`src/rtl/mem_port_arbiter.sv`:
```
// Two-port arbiter for the single-port data memory with fixed wait states.
// Define ARB_ROUND_ROBIN_EN to alternate grants on ties; default is port 0 priority.
module mem_port_arbiter #(
  parameter int AW  = 8,
  parameter int DW  = 16,
  parameter int LAT = 2
) (
  input  logic          clk,
  input  logic          reset,
  input  logic [1:0]    req,
  input  logic [1:0]    we,
  input  logic [AW-1:0] addr0,
  input  logic [AW-1:0] addr1,
  input  logic [DW-1:0] wdata0,
  input  logic [DW-1:0] wdata1,
  output logic [1:0]    ack,
  output logic [DW-1:0] rdata,
  output logic          mem_en,
  output logic          mem_we,
  output logic [AW-1:0] mem_addr,
  output logic [DW-1:0] mem_wdata,
  input  logic [DW-1:0] mem_rdata,
  output logic          busy,
  output logic          owner
);

  localparam int CW = (LAT > 1) ? $clog2(LAT) : 1;

`ifdef ARB_ROUND_ROBIN_EN
  localparam logic RR = 1'b1;
`else
  localparam logic RR = 1'b0;
`endif

  typedef enum logic [1:0] {
    IDLE   = 2'd0,
    ACCESS = 2'd1,
    DONE   = 2'd2
  } state_t;

  state_t        state, state_d;
  logic [CW-1:0] cnt, cnt_d;
  logic          last, last_d;
  logic          win;

  logic [1:0]    ack_d;
  logic [DW-1:0] rdata_d;
  logic          mem_en_d;
  logic          mem_we_d;
  logic [AW-1:0] mem_addr_d;
  logic [DW-1:0] mem_wdata_d;
  logic          owner_d;

  // On a tie, round-robin hands the grant to the port not served last.
  assign win = req[1] & (~req[0] | (RR & ~last));

  assign busy = (state != IDLE);

  always_ff @(posedge clk or posedge reset) begin
    if (reset) begin
      state     <= IDLE;
      cnt       <= '0;
      last      <= 1'b1;
      ack       <= '0;
      rdata     <= '0;
      mem_en    <= 1'b0;
      mem_we    <= 1'b0;
      mem_addr  <= '0;
      mem_wdata <= '0;
      owner     <= 1'b0;
    end else begin
      state     <= state_d;
      cnt       <= cnt_d;
      last      <= last_d;
      ack       <= ack_d;
      rdata     <= rdata_d;
      mem_en    <= mem_en_d;
      mem_we    <= mem_we_d;
      mem_addr  <= mem_addr_d;
      mem_wdata <= mem_wdata_d;
      owner     <= owner_d;
    end
  end

  always_comb begin
    state_d = state;
    unique case (state)
      IDLE:    if (|req) state_d = ACCESS;
      ACCESS:  if (cnt == '0) state_d = DONE;
      DONE:    state_d = IDLE;
      default: state_d = IDLE;
    endcase
  end

  always_comb begin
    cnt_d       = cnt;
    last_d      = last;
    ack_d       = '0;
    rdata_d     = rdata;
    mem_en_d    = mem_en;
    mem_we_d    = mem_we;
    mem_addr_d  = mem_addr;
    mem_wdata_d = mem_wdata;
    owner_d     = owner;
    unique case (state)
      IDLE: begin
        if (|req) begin
          mem_en_d    = 1'b1;
          mem_we_d    = win ? we[1] : we[0];
          mem_addr_d  = win ? addr1 : addr0;
          mem_wdata_d = win ? wdata1 : wdata0;
          cnt_d       = CW'(LAT - 1);
          owner_d     = win;
        end
      end
      ACCESS: begin
        if (cnt != '0) begin
          cnt_d = cnt - CW'(1);
        end else begin
          mem_en_d = 1'b0;
          mem_we_d = 1'b0;
          if (!mem_we) rdata_d = mem_rdata;
          // Registered ack lands in the DONE cycle.
          ack_d = owner ? 2'b10 : 2'b01;
        end
      end
      DONE:    last_d = owner;
      default: ;
    endcase
  end

endmodule

```
`config.mk`:
```
export PLATFORM = sky130hd
export DESIGN_NAME = mem_port_arbiter
export DESIGN_NICKNAME = d
export VERILOG_FILES = /design/src/rtl/mem_port_arbiter.sv
export SDC_FILE = /design/constraint.sdc
export NUM_CORES = 1
export LEC_CHECK = 0
export ABC_AREA = 1
export CAP_MARGIN = 10
export CORE_AREA = 10 10 84 100
export DETAILED_ROUTE_END_ITERATION = 10
export DIE_AREA = 0 0 94 110
export HOLD_SLACK_MARGIN = 0.08
export PLACE_DENSITY = 0.83
export SYNTH_ARGS = -nofsm -noshare
export SYNTH_HDL_FRONTEND = slang
export SYNTH_SLANG_ARGS = --single-unit
```
`constraint.sdc`:
```
create_clock -name clk -period 1.8 [get_ports clk]
set_clock_uncertainty 0.2 [all_clocks]
set_input_delay 0.45 -clock clk [delete_from_list [all_inputs] [get_ports clk]]
set_output_delay 0.45 -clock clk [all_outputs]
set_load 0.05 [all_outputs]
```
==> metrics.txt, run 1 <==
Critical Path AT=1090 ps; Final min period=~1700 ps; Die ar.=roughly 10,000 µm²; io pins=116; mapped cell area=between 2000 and 2500 µm²; CTS Root Cell=clkbuf_8; initial antenna violation count=0; Die Width=about 94 µm; reg2reg path depth=5; final wirelength=~7300 µm; Post-Synth Simple-Gate Area=39.3%; # hold bufs at CTS=0; R2R Path Start=state[1]; CTS tree=yes; cell total after placement=roughly 480; critical path's largest stage delay=~420 ps; first-pass GRT wire length=11,900 µm; Compound-Gate Fraction of Synth Area=0.447%; pin count of the biggest net entering global routing=49; Min Hold Slack=about 320 ps; Worst-Margin Slew=270 ps; period utilisation layout=between 90 and 100%; Seq cells post-synth=48; starting DRC count in detailed routing=106; Synth Area in Adders=0%; syn nets=358; nets=477; main combinational cell family by area after synthesis=simple AND/OR/NAND/NOR gates; distinct cell type count of the synthesized netlist=15; Syn Area/Cell=7.78 µm²; Pwr per Cell Area=a little over 2000 nW/µm²; # fillers=between 500 and 600; number of global-route vias before repair=2,382; ANT cells=0; R2R setup slack=320 ps; crit start category=register; Final setup viols=0; critical path peak fanout=2; Layout Cells excl Fill=roughly 500; biggest area consumer among synthesized cells=dfrtp_1; sequential fraction of the synthesis area=53.6%; multi-input logic area=898 µm²; overall via count from detail_route=2,265; largest cells by area after synthesis=dfrtp_1 54%, nand2_1 27%, nand3_1 9.6%; RD Place Congestion=0.730; Sequential Area=1200 µm²; Leak=0.00206 µW; Max Clock Freq=about 570 MHz; CTS HTree Levels=2; slew margin rel.=82.0%; Hold Crit Class=in2async; Setup crit end kind=output pin; CP Cell Sequence=nor2_4 > inv_1 > buf_4; Total Routing Usage GR=14.4%; post-route ant nets=0; Clock transition at path regs=80 ps; crit path kind=reg2out; Placement Rows=32; hpwl dp=around 6000 µm; max-cap violations=0; Initial Util=35.0%; Synth-to-Final Area Change=82.1%; grt ovf=0; Fin. Hold Viols=0; share of cells above drive strength 1=18.9%; slowest CP cell=dfrtp_1; DR pass1 iterations=4; reg2reg end=rdata[2]; synth warn=0; outcome=finished clean; Routed wire per std cell=14.9 µm; delay-heaviest family, CP=flip-flops; residual DRC count=0; Sink Count=48; Crit path buffers/inverters=2; Final Slew Violations=0; XOR/XNOR Fraction of Synth Area=0%; cells after synthesis=288; die span in y=110 µm; core outline area=between 6000 and 7000 µm²; Buffers on Ports=115; top cell type's share of synthesized area=53.6%; VDD IR max=0.854 mV; Max clock buf depth=2; post-synthesis mux area share=0%; Clk Latency, worst-skew pair=a little under 300 ps; Vias/cell=approximately 4.6; cts bufs inserted=5; Data required, critical path=1150 ps
-- metal layers --
metal	GRT usage, %	up-vias	share of wire (%)
met1	14.9	1021	39
met4	3.80	0	1.5
met3	7.17	10	11
met2	25.3	105	49
met5	0	-	0
li1	-	1129	-
-- cell type report --
class / instances / share of cell area, %
clock buffers: 6 / 1.78
clock inverters: 2 / 0.858
well taps: 85 / 2.61
inverters: 10 / 0.981
multi-input cells: 215 / 22.0
repair buffers: 127 / 42.3
flip-flops and latches: 48 / 29.5
-- registers in the layout (all words and copies together), names as in the netlist --
register   count
cnt            1
mem_en         1
state          2
mem_wdata     16
rdata         16
owner          1
mem_addr       8
mem_we         1
ack            2
-- stage by stage --
stage	setup slack [ps]	TNS, ps	power (µW)	area (µm²)	utilization (%)
2_1_floorplan	5.53	0	4730	2240	-
3_3_place_gp	-53.7	-1200	7410	3950	61.7
3_5_place_dp	-93.1	-1680	7540	3950	61.7
4_1_cts	12.8	0	8310	4060	63.4
5_1_grt	-5.83	-5.83	8730	4080	63.7
6_report	55.6	0	8270	4080	63.7
-- how the worst max path moves through the flow --
stage / cells after the start / startpoint / end
finish: 3 / state[0] / busy
global route: 3 / state[0] / busy
CTS: 3 / state[0] / busy
detailed placement: 7 / req[1] / mem_wdata[6]
global placement: 7 / req[1] / mem_wdata[10]
floorplan: 1 / reset / ack[0]
-- Yosys cell counts --
cell type and instances:
nor2_1 3, inv_2 3, nor2_4 2, inv_4 1, o21ai_1 1, buf_4 6
buf_6 3, nand2_4 1, buf_2 6, dfrtp_1 48, nand3_1 43, inv_1 6
nand2_2 2, nand2_1 162, o21ai_0 1
-- cells by family after synthesis --
| group | count (synthesis) |
|---|---|
| compound gates | 2 |
| buf+inv | 25 |
| flops | 48 |
| simple gates | 213 |
-- layout by cell type (no fill, tap or decap), drive strengths merged --
cell type,synthesis,layout
nand3,43,43
bufinv,0,1
o21ai,2,2
clkinv,0,1
buf,15,58
inv,10,10
nor2,5,5
clkdlybuf4s50,0,69
clkbuf,0,6
dfrtp,48,48
nand2,165,165
-- where the power goes --
group	switching, µW	leakage (µW)	internal [µW]
logic	2920	0.00141	2420
clock network	344	0.0000552	412
registers	573	0.000593	1600
total	3840	0.00206	4430
-- worst register-to-register path, stage by stage, from the launching register on --
cell,delay (ps)
dfrtp_2,430
buf_4,150
nor2_4,250
buf_4,230
nand3_1,90
nand2_1,80
-- timing repair --
action                     CTS  global route
pin swaps                    1             0
buffers inserted             0             2
resized for setup            1             2
setup endpoints to repair    1             1
Power figures use the tool's default switching activity.
==> run 2: changes to the inputs <==
--- a/config.mk
+++ b/config.mk
@@ -7,11 +7,13 @@
 export LEC_CHECK = 0
 export ABC_AREA = 1
 export CAP_MARGIN = 10
-export CORE_AREA = 10 10 84 100
+export CELL_PAD_IN_SITES_DETAIL_PLACEMENT = 1
+export CELL_PAD_IN_SITES_GLOBAL_PLACEMENT = 2
+export CORE_AREA = 10 10 111 132
 export DETAILED_ROUTE_END_ITERATION = 10
-export DIE_AREA = 0 0 94 110
+export DIE_AREA = 0 0 121 142
 export HOLD_SLACK_MARGIN = 0.08
-export PLACE_DENSITY = 0.83
+export PLACE_DENSITY = 0.84
 export SYNTH_ARGS = -nofsm -noshare
 export SYNTH_HDL_FRONTEND = slang
 export SYNTH_SLANG_ARGS = --single-unit
==> metrics.txt, run 2 (synthesis gave the netlist of run 1 again) <==
Placement Rows=44 (was 32); hpwl dp=6810 µm (was 5880 µm); Vias/cell=3.95 (was 4.59); Sequential Area=1200 µm² (about the same); post-route ant nets=0 (unchanged); Layout Cells excl Fill=569 (was 493); # hold bufs at CTS=0 (unchanged); CTS HTree Levels=2 (unchanged); Synth-to-Final Area Change=89.6% (was 82.1%); cts bufs inserted=5 (unchanged); share of cells above drive strength 1=19.4% (was 18.9%); Die Width=121 µm (was 94 µm); Final setup viols=0 (unchanged); Clk Latency, worst-skew pair=280 ps (was 290 ps); Die ar.=17,200 µm² (was 10,300 µm²); initial antenna violation count=0 (unchanged); Routed wire per std cell=14.6 µm (was 14.9 µm); multi-input logic area=898 µm² (unchanged); unrepaired setup endpoints after global routing=false; critical path peak fanout=3 (was 2); Pwr per Cell Area=2020 nW/µm² (was 2030 nW/µm²); commonest cells after routing, fill and taps aside=162 x nand2_1, 69 x clkdlybuf4s50_1, 48 x buf_12 (unchanged); Leak=0.00209 µW (was 0.00206 µW); VDD IR max=0.901 mV (was 0.854 mV); Largest regs=mem_wdata x16, rdata x16, mem_addr x8 (unchanged); dpl ws=-120 ps (was -93.1 ps); Buffers on Ports=115 (unchanged); grt ovf=0 (unchanged); cell total after placement=560 (was 483); outcome=finished clean (unchanged); die span in y=142 µm (was 110 µm); nets=477 (unchanged); pin count of the biggest net entering global routing=49 (unchanged); Clock transition at path regs=70 ps (was 80 ps); period utilisation layout=96.0% (was 96.9%); slew margin rel.=81.4% (was 82.0%); overall via count from detail_route=2,248 (was 2,265); crit path kind=reg2out (unchanged); Max clock buf depth=2 (unchanged); final wirelength=8290 µm (was 7320 µm); residual DRC count=0 (unchanged); Setup crit end kind=output pin (unchanged); Max Clock Freq=579 MHz (was 573 MHz); CTS Root Cell=clkbuf_16 (was clkbuf_8); most common cell after layout, fill and taps aside=nand2_1 (unchanged); Sink Count=48 (unchanged); reg2reg path depth=6 (was 5); io pins=116 (unchanged); Critical Path AT=1080 ps (was 1090 ps); starting DRC count in detailed routing=76 (was 106); Final min period=1730 ps (was 1740 ps); Initial Util=18.6% (was 35.0%); CTS tree=yes (unchanged); Worst-Margin Slew=278 ps (was 270 ps); DR pass1 iterations=4 (unchanged); Total Routing Usage GR=9.52% (was 14.4%); # fillers=1,386 (was 535); core outline area=12,100 µm² (was 6410 µm²); max-cap violations=0 (unchanged); Hold Crit Class=in2async (unchanged); first-pass GRT wire length=13,100 µm (was 11,900 µm); Final Slew Violations=0 (unchanged); Fin. Hold Viols=0 (unchanged); crit start category=register (unchanged); RD Place Congestion=0.770 (was 0.730); setup ws final=72.6 ps (was 55.6 ps); Data required, critical path=1150 ps (about the same); number of global-route vias before repair=2,487 (was 2,382); ANT cells=0 (unchanged)
==> run 2: cell types whose count changed in the layout (fill, tap and decap cells not counted) <==
cell       previous run  this run
clkinv_2              1         0
dfrtp_1              47        46
clkbuf_8              5         1
clkinv_4              0         1
clkbuf_16             0         5
dfrtp_2               1         2
clkbuf_1              1         0
==> run 2: per-stage QoR <==
step	TNS (ps)	instance area (µm²)	hold WS, ps	total power (µW)	util (%)
3_3_place_gp	-1100	4050	320	7480	33.6
4_1_cts	0	4240	341	8740	35.2
2_1_floorplan	0	2240	318	4730	-
6_report	0	4250	332	8600	35.2
5_1_grt	0	4250	361	9100	35.2
3_5_place_dp	-2760	4050	325	7580	33.6
==> run 2: cell type report <==
cell class	count	share of cell area [%]
Clock buffer	6	3.27
Clock inverter	2	0.913
Multi-Input combinational cell	215	21.1
Sequential cell	48	28.3
Tap cell	161	4.74
Inverter	10	0.943
Timing Repair Buffer	127	40.6
==> run 2: worst max-delay path, stage by stage, from the launching register on <==
cell and delay (ps):
dfrtp_2 440, nor2_4 120, inv_1 50, buf_4 180
==> run 2: repair_timing <==
action,4_1_cts,5_1_grt
pin swaps,0,1
endpoints found under the hold margin,0,0
resized for setup,3,1
endpoints found under the setup margin,1,1
buffers inserted,0,1
==> run 2: power by group <==
part	total [µW]	switching, µW	internal, µW	leakage [µW]
sequential	2200	594	1610	0.000592
combinational	5310	2910	2400	0.00141
clock	1090	395	696	0.0000871
total	8600	3900	4700	0.00209
==> run 2: worst paths after layout <==
| path | from | endpoint | slack [ps] |
|---|---|---|---|
| max | state[0] | busy | 70 |
| min | reset | mem_wdata[4] | 330 |
| max reg2reg | state[0] | mem_wdata[3] | 370 |
| min reg2reg | mem_en | mem_en | 330 |
| max in group asynchronous | reset | state[0] | 840 |
| min in group clk | mem_en | mem_en | 330 |
==> run 2: routing by layer <==
| layer | GRT usage, % | part of all wire, % |
|---|---|---|
| met3 | 4.25 | 8.5 |
| met1 | 11.0 | 43 |
| met2 | 15.8 | 48 |
| met5 | 0 | 0 |
| met4 | 2.23 | 0.56 |
